[src/rtl/arty_dma_calib_gate.sv]
`default_nettype none
// +----------------------------------------------------------------------------+
// | Module  : arty_dma_calib_gate                                              |
// | Brief   : Gates bsg_cache DMA packets until DDR calibration completes,     |
// |           allows one transaction at a time and flags stalls and stray      |
// |           read beats. Define ARTY_DMA_GATE_PERF_EN to build the counters.  |
// | Rev     : 1.0                                                              |
// +----------------------------------------------------------------------------+
module arty_dma_calib_gate #(
  parameter int dma_pkt_width_p       = 29,
  parameter int data_width_p          = 64,
  parameter int block_size_in_words_p = 8,
  parameter int timeout_cycles_p      = 4096
) (
  input  logic                       clk_i,
  input  logic                       reset_n_i,
  input  logic                       calib_done_i,
  input  logic [dma_pkt_width_p-1:0] core_pkt_i,
  input  logic                       core_pkt_v_i,
  output logic                       core_pkt_yumi_o,
  output logic [data_width_p-1:0]    core_data_o,
  output logic                       core_data_v_o,
  input  logic                       core_data_ready_and_i,
  input  logic [data_width_p-1:0]    core_data_i,
  input  logic                       core_data_v_i,
  output logic                       core_data_yumi_o,
  output logic [dma_pkt_width_p-1:0] mem_pkt_o,
  output logic                       mem_pkt_v_o,
  input  logic                       mem_pkt_yumi_i,
  input  logic [data_width_p-1:0]    mem_data_i,
  input  logic                       mem_data_v_i,
  output logic                       mem_data_ready_and_o,
  output logic [data_width_p-1:0]    mem_data_o,
  output logic                       mem_data_v_o,
  input  logic                       mem_data_yumi_i,
  output logic                       busy_o,
  output logic                       err_unexp_o,
  output logic                       err_timeout_o,
  output logic [31:0]                rd_count_o,
  output logic [31:0]                wr_count_o
);

  localparam int CNT_W = (block_size_in_words_p > 1) ? $clog2(block_size_in_words_p) : 1;
  localparam int WD_W  = (timeout_cycles_p > 1) ? $clog2(timeout_cycles_p) : 1;

  localparam logic [1:0] ST_IDLE  = 2'd0;
  localparam logic [1:0] ST_READ  = 2'd1;
  localparam logic [1:0] ST_WRITE = 2'd2;

  localparam logic [CNT_W-1:0] c_cnt_last = CNT_W'(block_size_in_words_p - 1);
  localparam logic [WD_W-1:0]  c_wd_max   = WD_W'(timeout_cycles_p - 1);

  logic [1:0]       r_state;
  logic [1:0]       w_state_next;
  logic             r_calib_meta;
  logic             r_calib_q;
  logic [CNT_W-1:0] r_cnt;
  logic [WD_W-1:0]  r_wd;
  logic             r_err_unexp;
  logic             r_err_timeout;
  logic             w_pkt_accept;
  logic             w_beat;
  logic             w_last_beat;
  logic             w_in_xfer;

  // calib_done_i comes from the MIG ui_clk domain; it only gates new packets.
  always_ff @(posedge clk_i or negedge reset_n_i) begin
    if (!reset_n_i) begin
      r_calib_meta <= 1'b0;
      r_calib_q    <= 1'b0;
    end else begin
      r_calib_meta <= calib_done_i;
      r_calib_q    <= r_calib_meta;
    end
  end

  assign w_in_xfer    = (r_state == ST_READ) || (r_state == ST_WRITE);
  assign w_pkt_accept = mem_pkt_v_o & mem_pkt_yumi_i;
  assign w_beat       = ((r_state == ST_READ)  & mem_data_v_i & core_data_ready_and_i)
                      | ((r_state == ST_WRITE) & mem_data_yumi_i);
  assign w_last_beat  = w_beat & (r_cnt == c_cnt_last);

  always_ff @(posedge clk_i or negedge reset_n_i) begin
    if (!reset_n_i) begin
      r_state <= ST_IDLE;
    end else begin
      r_state <= w_state_next;
    end
  end

  always_comb begin
    w_state_next = r_state;
    case (r_state)
      ST_IDLE: begin
        if (w_pkt_accept) begin
          w_state_next = core_pkt_i[dma_pkt_width_p-1] ? ST_WRITE : ST_READ;
        end
      end
      ST_READ, ST_WRITE: begin
        if (w_last_beat) begin
          w_state_next = ST_IDLE;
        end
      end
      default: w_state_next = ST_IDLE;
    endcase
  end

  always_comb begin
    mem_pkt_o            = core_pkt_i;
    mem_pkt_v_o          = core_pkt_v_i & r_calib_q & (r_state == ST_IDLE);
    core_pkt_yumi_o      = mem_pkt_yumi_i & mem_pkt_v_o;
    core_data_o          = mem_data_i;
    mem_data_o           = core_data_i;
    core_data_v_o        = 1'b0;
    mem_data_ready_and_o = 1'b0;
    mem_data_v_o         = 1'b0;
    core_data_yumi_o     = 1'b0;
    case (r_state)
      ST_READ: begin
        core_data_v_o        = mem_data_v_i;
        mem_data_ready_and_o = core_data_ready_and_i;
      end
      ST_WRITE: begin
        mem_data_v_o     = core_data_v_i;
        core_data_yumi_o = mem_data_yumi_i;
      end
      default: begin
        core_data_v_o = 1'b0;
      end
    endcase
  end

  always_ff @(posedge clk_i or negedge reset_n_i) begin
    if (!reset_n_i) begin
      r_cnt <= '0;
    end else if (w_pkt_accept) begin
      r_cnt <= '0;
    end else if (w_beat) begin
      r_cnt <= w_last_beat ? '0 : r_cnt + 1'b1;
    end
  end

  // Watchdog saturates at its limit; a late stream still completes the block.
  always_ff @(posedge clk_i or negedge reset_n_i) begin
    if (!reset_n_i) begin
      r_wd <= '0;
    end else if (w_pkt_accept || w_beat) begin
      r_wd <= '0;
    end else if (w_in_xfer && (r_wd != c_wd_max)) begin
      r_wd <= r_wd + 1'b1;
    end
  end

  always_ff @(posedge clk_i or negedge reset_n_i) begin
    if (!reset_n_i) begin
      r_err_unexp   <= 1'b0;
      r_err_timeout <= 1'b0;
    end else begin
      r_err_unexp   <= r_err_unexp | (mem_data_v_i & (r_state != ST_READ));
      r_err_timeout <= r_err_timeout | (w_in_xfer & (r_wd == c_wd_max));
    end
  end

  assign busy_o        = (r_state != ST_IDLE);
  assign err_unexp_o   = r_err_unexp;
  assign err_timeout_o = r_err_timeout;

`ifdef ARTY_DMA_GATE_PERF_EN
  logic [31:0] r_rd_count;
  logic [31:0] r_wr_count;

  always_ff @(posedge clk_i or negedge reset_n_i) begin
    if (!reset_n_i) begin
      r_rd_count <= '0;
      r_wr_count <= '0;
    end else if (w_last_beat) begin
      if (r_state == ST_READ) begin
        r_rd_count <= r_rd_count + 32'd1;
      end else begin
        r_wr_count <= r_wr_count + 32'd1;
      end
    end
  end

  assign rd_count_o = r_rd_count;
  assign wr_count_o = r_wr_count;
`else
  assign rd_count_o = 32'd0;
  assign wr_count_o = 32'd0;
`endif

endmodule
`default_nettype wire
[config.mk]
export PLATFORM = sky130hd
export DESIGN_NAME = arty_dma_calib_gate
export DESIGN_NICKNAME = d
export VERILOG_FILES = /design/src/rtl/arty_dma_calib_gate.sv
export SDC_FILE = /design/constraint.sdc
export NUM_CORES = 1
export LEC_CHECK = 0
export CORE_AREA = 2 2 155 157
export DETAILED_ROUTE_END_ITERATION = 8
export DIE_AREA = 0 0 157 159
export DONT_BUFFER_PORTS = 1
export HOLD_SLACK_MARGIN = 0.03
export RECOVER_POWER = 50
export REMOVE_ABC_BUFFERS = 1
export SKIP_LAST_GASP = 1
export SYNTH_ARGS = -nofsm -noshare
export SYNTH_HDL_FRONTEND = slang
export SYNTH_SLANG_ARGS = --single-unit
[constraint.sdc]
create_clock -name clk_i -period 2.7 [get_ports clk_i]
set_clock_uncertainty 0.05 [all_clocks]
set_input_delay 0.54 -clock clk_i [delete_from_list [all_inputs] [get_ports clk_i]]
set_output_delay 0.54 -clock clk_i [all_outputs]
set_load 0.05 [all_outputs]
==> flow_summary.json, run 1 <==
{
  "outcome": "complete, no violations",
  "hpwl_um": 30300,
  "antenna_found_initial": 1,
  "grt_max_degree": 22,
  "port_buffers": 0,
  "p_per_area_nw_per_um2": 643,
  "fin_nets": 356,
  "fin_crit_ps": 2190,
  "tightestPinTransition_ps": 959,
  "grt_setup_unrepaired": "no",
  "yosysWarningCount": 0,
  "cts_resized": 0,
  "grt_pass1_vias": 1204,
  "syn2layout_area_growth_pct": -33.7,
  "p_leak_nw": 0.736,
  "final_common_cell": "conb_1",
  "timing.final.ws_setup_ps": 508,
  "multi_input_area_um2": 788,
  "drive_gt1_frac": 0.0437,
  "hold_violations": 0,
  "numClockSinks": 21,
  "vias": 1515,
  "endpoint_kind": "output port",
  "peakVddDrop_v": 0.000237,
  "dp_slack_ps": 604,
  "drcViolationCount": 0,
  "core_area_um2": 23200,
  "required_ps": 2110,
  "diodes": 0,
  "tns_ps": 0,
  "arrival_ps": 1600,
  "track_usage": 0.241,
  "worstSkewPairLatency_ps": 250,
  "synth.distinct_cells": 33,
  "placementRows": 56,
  "die_h_um": 159,
  "final_util": 0.0793,
  "vias_per_cell": 3.02,
  "syn_area_per_cell_um2": 8.26,
  "dieArea_um2": 25000,
  "finalCritPeriodShare": 0.812,
  "num-fill-cells": 2715,
  "path_clk_slew_ps": 60,
  "most-common-layout-cells": "conb_1 (64), dfrtp_1 (21), a21oi_1 (12)",
  "cts_tree": "done",
  "cts-buffers-inserted": 3,
  "cts-htree-levels": 1,
  "cts_hold_buf": 1,
  "seq_area_frac_synth": 0.189,
  "num_io_pins": 396,
  "cp-start-kind": "register",
  "setup_viol_count_final": 0,
  "firstDrtPassIters": 4,
  "ys_ff_latch": 21,
  "regArea_um2": 526,
  "drtIter0Drc": 75,
  "crit_type": "register to output port",
  "relSlewSlack": 0.359,
  "start_util": 0.120,
  "crit_fanout": 7,
  "wl_per_cell_um": 62.4,
  "cap_viol_max_count": 0,
  "dp_cells": 497,
  "layoutNonFillerInstCount": 502,
  "synthCells": 336,
  "cts_buffer_depth": 2,
  "die_x_um": 157,
  "cts_root_buffer": "clkbuf_16",
  "grt-ovfl-total": 0,
  "drt_wl_total_um": 31300,
  "slew_viol_final": 0,
  "fmax_mhz": 456,
  "grt_pass1_wl_um": 33900,
  "ant_nets": 0,
  "gp_congestion": 1.12,
  "post-cts-setup-buffers": 0,
  "synth_area_um2": 2770,
  "hold_class": "primary input to register"
}
## synth_stat cells, drive strengths merged
library cell	number	share of area
nor3	2	0.0036
o21ai	6	0.011
a32oi	1	0.0032
nand3	4	0.0090
nor3b	2	0.0054
a21o	1	0.0027
o41ai	2	0.0063
and4	3	0.0095
xor2	2	0.0063
nor2	8	0.011
conb	1	0.0014
a31oi	1	0.0023
nand4	5	0.014
a32o	1	0.0036
o2bb2ai	1	0.0032
o31ai	3	0.0081
dfrtp	21	0.19
and3	1	0.0023
buf	221	0.60
or3	3	0.0072
nand2	8	0.011
a311oi	1	0.0032
and2	5	0.011
xnor2	1	0.0032
ha	6	0.027
or4	3	0.0095
inv	10	0.014
a31o	1	0.0032
a21oi	12	0.022
## final timing paths
kind                         startpoint              end  slack, ps  cells after the start
max                          r_state[1]  core_pkt_yumi_o        510                      4
max in group asynchronous     reset_n_i        r_calib_q       1180                      1
min in group asynchronous     reset_n_i          r_wd[9]        840                      1
min                        calib_done_i     r_calib_meta        260                      0
max reg2reg                  r_state[1]         r_wd[10]        590                      6
min reg2reg                r_calib_meta        r_calib_q        300                      0
## state kept, by name (all words and copies together), names as in the netlist
signal         count
err_timeout_o      1
err_unexp_o        1
r_calib_meta       1
r_calib_q          1
r_cnt              3
r_state            2
r_wd              12
## worst max-delay path: stages (launching register included)
cell and delay, ps:
dfrtp_1 400, inv_1 90, ha_1 180, nand4_1 150, inv_1 520
## per-stage QoR
stage               total power [mW]  hold slack, ps  instance area (um^2)
global placement               0.854             197                  1750
detailed placement             0.861             197                  1750
floorplan                      0.801             194                  1350
finish                          1.18             262                  1840
CTS                             1.19             259                  1840
global route                    1.25             253                  1840
## final cells by class
| cell class | instances | share of cell area |
|---|---|---|
| Multi-Input combinational cell | 147 | 0.429 |
| Clock buffer | 4 | 0.0429 |
| Inverter | 10 | 0.0204 |
| Timing Repair Buffer | 1 | 0.00544 |
| Sequential cell | 21 | 0.286 |
| Tap cell | 319 | 0.217 |
## kinds of logic (layout without fill, tap and decap cells)
kind of cell / after synthesis / count (layout) / synth area share
xor+xnor: 3 / 3 / 0.00947
other cells: 1 / 64 / 0.00135
compound gates: 30 / 30 / 0.0681
buf+inv: 231 / 15 / 0.612
flops: 21 / 21 / 0.189
fa+ha+maj: 6 / 6 / 0.0271
simple gates: 44 / 44 / 0.0929
## power by group
part	internal (mW)	switching (mW)	total [mW]
clock network	0.201	0.113	0.315
logic	0.0772	0.390	0.467
registers	0.361	0.0389	0.400
## layer usage
layer	global-route usage	part of all wire	vias to the layer above
met5	0.0377	0.0043	-
met2	0.439	0.51	414
met3	0.457	0.40	22
met1	0.0412	0.063	585
li1	-	-	490
met4	0.0425	0.019	4
No activity file was read; power rests on OpenSTA's default activity.
==> run 2: changes to the inputs <==
==> constraint.sdc (replaced) <==
create_clock -name clk_i -period 2.3 [get_ports clk_i]
set_clock_uncertainty 0.05 [all_clocks]
set_input_delay 0.46 -clock clk_i [delete_from_list [all_inputs] [get_ports clk_i]]
set_output_delay 0.46 -clock clk_i [all_outputs]
set_load 0.05 [all_outputs]
==> run 2 against run 1 <==
Non-clock buffer count is 2 higher. Critical path type is now register to register. Utilization is 0.13 points higher. First-iteration DRC count is 32% higher. Combinational power is 20% higher. Largest power group unchanged. Register-to-register slack worse by 390 ps. Sequential share of layout area is 0.48 points lower. Power is 19% higher. Largest cell class unchanged.
==> flow_summary.json, run 2 (synthesis results as in run 1) <==
{
  "crit_type": "register to register",
  "vias": 1556,
  "reg_top3": "r_wd x12, r_cnt x3, r_state x2",
  "hold_class": "primary input to register",
  "drcViolationCount": 0,
  "ant_nets": 0,
  "num_io_pins": 396,
  "hold_violations": 0,
  "wl_per_cell_um": 62.4,
  "most-common-layout-cells": "conb_1 (64), dfrtp_1 (21), a21oi_1 (12)",
  "total_power_mw": 1.41,
  "relSlewSlack": 0.315,
  "vias_per_cell": 3.08,
  "required_ps": 2430,
  "cts-buffers-inserted": 3,
  "core_area_um2": 23200,
  "arrival_ps": 2230,
  "port_buffers": 0,
  "path_clk_slew_ps": 60,
  "grt_pass1_wl_um": 34100,
  "dp_slack_ps": 238,
  "crit_fanout": 5,
  "worstSkewPairLatency_ps": 260,
  "placementRows": 56,
  "firstDrtPassIters": 4,
  "cts_buffer_depth": 2,
  "grt_pass1_vias": 1261,
  "num-fill-cells": 2729,
  "start_util": 0.120,
  "track_usage": 0.243,
  "cts_resized": 0,
  "fin_nets": 358,
  "regMostFlops": "r_wd",
  "slew_viol_final": 0,
  "hpwl_um": 30300,
  "wl_met2_um": 16100,
  "cts_tree": "done",
  "antenna_found_initial": 0,
  "die_h_um": 159,
  "setup_viol_count_final": 0,
  "grt_max_degree": 22,
  "syn2layout_area_growth_pct": -32.6,
  "drt_wl_total_um": 31500,
  "endpoint_kind": "register",
  "grt_setup_unrepaired": "no",
  "peakVddDrop_v": 0.000238,
  "fin_crit_ps": 2100,
  "fmax_mhz": 477,
  "final_area_um2": 1870,
  "tns_ps": 0,
  "wl_met3_um": 12300,
  "final_common_cell": "conb_1",
  "place_area_um2": 1780,
  "dieArea_um2": 25000,
  "drtIter0Drc": 99,
  "numClockSinks": 21,
  "met1Wirelength_um": 2170,
  "drive_gt1_frac": 0.0595,
  "gp_congestion": 1.12,
  "tightestPinTransition_ps": 1020,
  "grt-ovfl-total": 0,
  "finalCritPeriodShare": 0.912,
  "p_per_area_nw_per_um2": 753,
  "cp-start-kind": "register",
  "outcome": "complete, no violations",
  "largest_reg_flops": 12,
  "cts-htree-levels": 1,
  "die_x_um": 157,
  "cts_root_buffer": "clkbuf_16",
  "routed.top_layer": "met5",
  "timing.final.ws_setup_ps": 202,
  "p_leak_nw": 0.751,
  "cap_viol_max_count": 0
}
==> run 2: cell count changes in the layout (fill, tap and decap cells not counted), sizes merged <==
| cell | before | now |
|---|---|---|
| buf | 0 | 2 |
| clkbuf | 4 | 3 |
| clkinv | 0 | 1 |
| diode | 0 | 1 |
==> run 2: routing by layer <==
| metal | up-vias | global-route usage |
|---|---|---|
| li1 | 499 | - |
| met1 | 606 | 0.0413 |
| met2 | 422 | 0.439 |
| met3 | 25 | 0.453 |
| met4 | 4 | 0.0546 |
| met5 | - | 0.0575 |
==> run 2: final timing paths <==
path                         startpoint           end  slack [ps]  depth (start not counted)
max in group asynchronous     reset_n_i      r_cnt[2]         800                          1
min in group asynchronous     reset_n_i       r_wd[5]         780                          1
min                        calib_done_i  r_calib_meta         180                          0
max reg2reg                  r_state[0]      r_wd[10]         200                          6
min reg2reg                r_calib_meta     r_calib_q         300                          0
max                          r_state[0]      r_wd[10]         200                          6
==> run 2: layout make-up <==
class | count | area [um^2] | area share
Tap cell | 319 | 399 | 0.213
Clock inverter | 1 | 5.00 | 0.00268
Multi-Input combinational cell | 147 | 788 | 0.421
Antenna cell | 1 | 2.50 | 0.00134
Sequential cell | 21 | 526 | 0.281
Inverter | 10 | 37.5 | 0.0201
Clock buffer | 3 | 75.1 | 0.0401
Timing Repair Buffer | 3 | 37.5 | 0.0201
==> run 2: what timing repair did <==
action / 4_1_cts / 5_1_grt
setup endpoints to repair: 0 / 0
hold buffers: 1 / 0
buffers inserted: 0 / 0
hold endpoints to repair: 21 / 0
==> run 2: worst max-delay path, stage by stage, from the launching register on <==
cell and delay (ps):
dfrtp_1 370, inv_1 80, ha_1 360, nand3_2 150
or4_4 550, or3_1 320, a21oi_1 140
==> run 2: power by group <==
group	leakage (nW)	switching (mW)	total [mW]	internal, mW
combinational	0.432	0.460	0.559	0.0997
clock	0.0409	0.146	0.380	0.234
sequential	0.278	0.0451	0.468	0.423
==> run 2: per-stage QoR <==
stage | instances | util | hold slack, ps
after global routing | 504 | 0.0805 | 170
after CTS | 504 | 0.0805 | 172
after floorplan | 178 | - | 114
final | 505 | 0.0807 | 175
after global placement | 499 | 0.0767 | 116
after detailed placement | 499 | 0.0767 | 117
